**config.mk**
```make
export PLATFORM = sky130hd
export DESIGN_NAME = hazard_ctrl
export DESIGN_NICKNAME = d
export VERILOG_FILES = /design/src/rtl/hazard_ctrl.sv
export SDC_FILE = /design/constraint.sdc
export NUM_CORES = 1
export LEC_CHECK = 0
export CORE_ASPECT_RATIO = 1.1
export CORE_UTILIZATION = 35
export DETAILED_ROUTE_END_ITERATION = 7
export SETUP_SLACK_MARGIN = 0.3
export SKIP_LAST_GASP = 1
export SYNTH_ARGS = -nofsm -noshare
export SYNTH_HDL_FRONTEND = slang
export SYNTH_SLANG_ARGS = --single-unit
```
**constraint.sdc**
```tcl
create_clock -name clk_i -period 3.1 [get_ports clk_i]
set_clock_uncertainty 0.05 [all_clocks]
set_input_delay 0.775 -clock clk_i [delete_from_list [all_inputs] [get_ports clk_i]]
set_output_delay 0.775 -clock clk_i [all_outputs]
set_load 0.02 [all_outputs]
```
**src/rtl/hazard_ctrl.sv**
```systemverilog
// Hazard and stall controller for the 5-stage MIPS pipeline: load-use stalls,
// branch flushes, and a data-memory wait FSM with timeout detection.
module hazard_ctrl #(
  parameter int unsigned MEM_TIMEOUT = 16,
  parameter int unsigned CNT_W       = 16
) (
  input  logic             clk_i,
  input  logic             rst_i,
  input  logic [4:0]       ifid_rs_i,
  input  logic [4:0]       ifid_rt_i,
  input  logic             ifid_uses_rt_i,
  input  logic [4:0]       idex_rt_i,
  input  logic             idex_memread_i,
  input  logic             exmem_memaccess_i,
  input  logic             dmem_ready_i,
  input  logic             branch_taken_i,
  output logic             pc_write_o,
  output logic             ifid_write_o,
  output logic             idex_bubble_o,
  output logic             ifid_flush_o,
  output logic             pipe_freeze_o,
  output logic             err_o,
  output logic [CNT_W-1:0] stall_cnt_o
);

  typedef enum logic [1:0] {
    RUN      = 2'd0,
    MEM_WAIT = 2'd1,
    ERR      = 2'd2
  } state_t;

  localparam logic [7:0] TIMEOUT = 8'(MEM_TIMEOUT);

  state_t     state, state_nxt;
  logic [7:0] wait_cnt, wait_cnt_nxt;
  logic       memwait;
  logic       loaduse;

  // $0 is hardwired to zero, so a load targeting it can never create a hazard.
  assign loaduse = idex_memread_i && (idex_rt_i != 5'd0) &&
                   ((idex_rt_i == ifid_rs_i) ||
                    (ifid_uses_rt_i && (idex_rt_i == ifid_rt_i)));

  // NOTE: every combinational output gets a default first so no path leaves it
  // unassigned; a missing default would infer a latch.
  always_comb begin
    state_nxt    = state;
    wait_cnt_nxt = wait_cnt;
    memwait      = 1'b0;
    case (state)
      RUN: begin
        memwait = exmem_memaccess_i && !dmem_ready_i;
        if (memwait) begin
          state_nxt    = MEM_WAIT;
          wait_cnt_nxt = 8'd1;
        end
      end
      MEM_WAIT: begin
        memwait = !dmem_ready_i;
        if (dmem_ready_i) begin
          state_nxt    = RUN;
          wait_cnt_nxt = 8'd0;
        end else if (wait_cnt == TIMEOUT) begin
          state_nxt = ERR;
        end else begin
          wait_cnt_nxt = wait_cnt + 8'd1;
        end
      end
      ERR:     state_nxt = ERR;
      default: state_nxt = RUN;
    endcase
  end

  // Priority: reset > ERR > memwait > loaduse > branch. Release from MEM_WAIT
  // is zero-cycle because memwait drops in the same cycle ready arrives.
  always_comb begin
    pc_write_o    = 1'b1;
    ifid_write_o  = 1'b1;
    idex_bubble_o = 1'b0;
    ifid_flush_o  = 1'b0;
    pipe_freeze_o = 1'b0;
    err_o         = 1'b0;
    if (!rst_i) begin
      pc_write_o    = 1'b0;
      ifid_write_o  = 1'b0;
      idex_bubble_o = 1'b1;
    end else if (state == ERR) begin
      pc_write_o    = 1'b0;
      ifid_write_o  = 1'b0;
      pipe_freeze_o = 1'b1;
      err_o         = 1'b1;
    end else if (memwait) begin
      pc_write_o    = 1'b0;
      ifid_write_o  = 1'b0;
      pipe_freeze_o = 1'b1;
    end else if (loaduse) begin
      // A same-cycle taken branch is dropped; it re-resolves after the stall.
      pc_write_o    = 1'b0;
      ifid_write_o  = 1'b0;
      idex_bubble_o = 1'b1;
    end else if (branch_taken_i) begin
      ifid_flush_o = 1'b1;
    end
  end

  // NOTE: sequential state uses non-blocking assignments so every register
  // samples the pre-edge values regardless of statement order.
  always_ff @(posedge clk_i or negedge rst_i) begin
    if (!rst_i) begin
      state       <= RUN;
      wait_cnt    <= 8'd0;
      stall_cnt_o <= '0;
    end else begin
      state    <= state_nxt;
      wait_cnt <= wait_cnt_nxt;
      if (!pc_write_o && (state != ERR) && (stall_cnt_o != {CNT_W{1'b1}}))
        stall_cnt_o <= stall_cnt_o + CNT_W'(1);
    end
  end

endmodule

```
==> impl_metrics.tcl <==
set metrics [dict create \
    max_freq_mhz 348.4 \
    mostFrequentLayoutCells "dfrtp_1, xor2_1, buf_4" \
    setup_viol 0 \
    worst-setup-path-type "primary input to output port" \
    initial_utilization 0.3638 \
    die-width_microns 65.87 \
    power_density_nw_per_um2 577.0 \
    dp_slack_ns -0.6320 \
    drive_gt1_frac 0.2727 \
    multiInputGateArea_sq_um 937.1 \
    ant_nets 0 \
    dp_hpwl_microns 2984 \
    p_leak_uw 0.0009887 \
    crit_path_start_kind "primary input" \
    grt_pass1_vias 1460 \
    final_common_cell "dfrtp_1" \
    rsz0062_at_grt "true" \
    total_power_uw 1336 \
    irDropWorstVdd_v 0.0004672 \
    max_cap_viol_count 0 \
    synth_nets 180 \
    rows 25 \
    syn_inst 155 \
    syn_area_sq_um 1570 \
    synth_warnings 0 \
    vias 1365 \
    cp-end-kind "output port" \
    insertedDiodeCount 0 \
    firstDrtPassIters 4 \
    cp_data_arrival_time_ns 2.05 \
    ys_types 34 \
    grt_antenna_before_repair 0 \
    status "finished, final reports clean" \
    holdWs_ns 0.4428 \
    via_per_inst 4.982 \
    min_path_type "flip-flop to flip-flop" \
    cts_tree "yes" \
    clk_latency_ns 0.27 \
    die_area_sq_um 4759 \
    syn_to_final_growth_pct 47.41 \
    gp_congestion 0.7814 \
    worst_slew_pin_slew_ns 0.4832 \
    ys_seq_area_frac 0.4143 \
    drtIter0Drc 48 \
    final_nets 246 \
    synth_edf_count 0 \
    min_period_over_period 0.9259 \
    track_usage 0.1785 \
    syn_avg_cell_area_sq_um 10.13 \
    synth_top_area_cell "dfrtp_1" \
    core_area_sq_um 4317 \
    gr-total-overflow 0 \
    synth.top_cell.area_share 0.4143 \
    root_buffer "clkbuf_8" \
    synth_seq_cells 26 \
    htreeDepth 1 \
    fin_setup_tns_ns 0 \
    grt_pass1_wl_microns 6575 \
    cp_max_fo 3 \
    nFillCells 399 \
    fin_area_sq_um 2315 \
    clock_sinks 26 \
    grt_max_degree 19 \
    ctsLongestPathBuffers 2 \
    ys.flop_type "dfrtp_1" \
    crit_required_ns 2.27 \
    die_h_microns 72.25 \
    slew_headroom 0.6779 \
    detail_route.wl_per_cell_microns 14.20 \
    drc_errors 0 \
    clk_pin_slew_worst_paths_ns 0.09 \
    worst_slack_ns 0.2297 \
    async_flop_share 1.000 \
    ff_latch_area_sq_um 650.6 \
    io_buffers 43 \
    synth_area_leaders "dfrtp_1, xor2_1, nor4_2, nand3_1, nand2_1" \
    placed_area_sq_um 2161 \
    numCtsBuffers 3 \
    finalMaxSlewViolations 0 \
    finalHoldViolCount 0 \
    period_minus_slack_ns 2.870 \
    ios 44 \
    routed_wl_microns 3890 \
]
[per-stage QoR]
step | utilization | std cells
finish | 0.5362 | 274
global route | 0.5362 | 274
CTS | 0.5238 | 273
detailed placement | 0.5006 | 264
global placement | 0.5006 | 264
floorplan | - | 155
[final timing paths]
kind	slack (ns)	start	to	cells after the start
hold reg to reg	0.44	stall_cnt_o[4]	stall_cnt_o[4]	1
setup / recovery	0.23	idex_rt_i[1]	ifid_flush_o	7
min in group asynchronous	0.88	rst_i	stall_cnt_o[2]	2
setup reg to reg	0.84	state[0]	stall_cnt_o[6]	8
hold / removal	0.44	stall_cnt_o[4]	stall_cnt_o[4]	1
max in group asynchronous	1.80	rst_i	stall_cnt_o[15]	3
[kinds of logic after synthesis]
logic type,Yosys count,share of synthesized area
simple gates,69,0.2829
compound gates,18,0.07171
buf+inv,9,0.03824
fa+ha+maj,3,0.02391
flops,26,0.4143
xor+xnor,29,0.1618
mux,1,0.007171
[flip-flops by register name, summed over array words and instances (netlist names)]
register     flops
stall_cnt_o     16
state            2
wait_cnt         8
[routing by layer]
metal	wire (microns)	track usage	up-vias	share of wire
met5	0	0	-	0
met4	34	0.04348	0	0.0087
met3	151	0.04088	6	0.039
met2	2049	0.3311	23	0.53
met1	1655	0.2028	661	0.43
li1	-	-	675	-
[what timing repair did]
item	CTS	global route
gates resized for setup	76	10
pin swaps	18	0
hold buffers	0	0
setup buffers	5	1
endpoints found under the setup margin	6	8
[cell usage after synthesis (all sizes together), types with 2 or more instances]
library cell  number
dfrtp             26
xor2              25
nand3             14
nand2             12
nor2              12
a21oi              7
nor4               7
inv                5
nor4b              5
o21ai              5
and3               4
buf                4
xnor2              4
ha                 3
nand4              3
nor3               3
a41o               2
and2               2
nor3b              2
or3                2
[critical path: stages]
cell	delay (ns)
dlygate4sd2_1	0.24
or4_4	0.43
o21ai_4	0.17
a21oi_4	0.06
nor2_4	0.12
and2_4	0.14
buf_6	0.10
[layout make-up]
| cell class | instances | share of cell area |
|---|---|---|
| repair buffers | 65 | 0.2459 |
| multi-input cells | 120 | 0.4049 |
| clock inverters | 1 | 0.01297 |
| clock buffers | 3 | 0.01784 |
| flip-flops and latches | 26 | 0.2811 |
| well taps | 54 | 0.02919 |
| inverters | 5 | 0.008108 |
[report_power, final]
part	internal [uW]	leakage, uW	switching, uW
combinational	270	0.000643	276
sequential	417	0.000310	95.6
clock	173	0.0000357	104
total	860	0.000989	476
(Power assumes the default switching activity.)
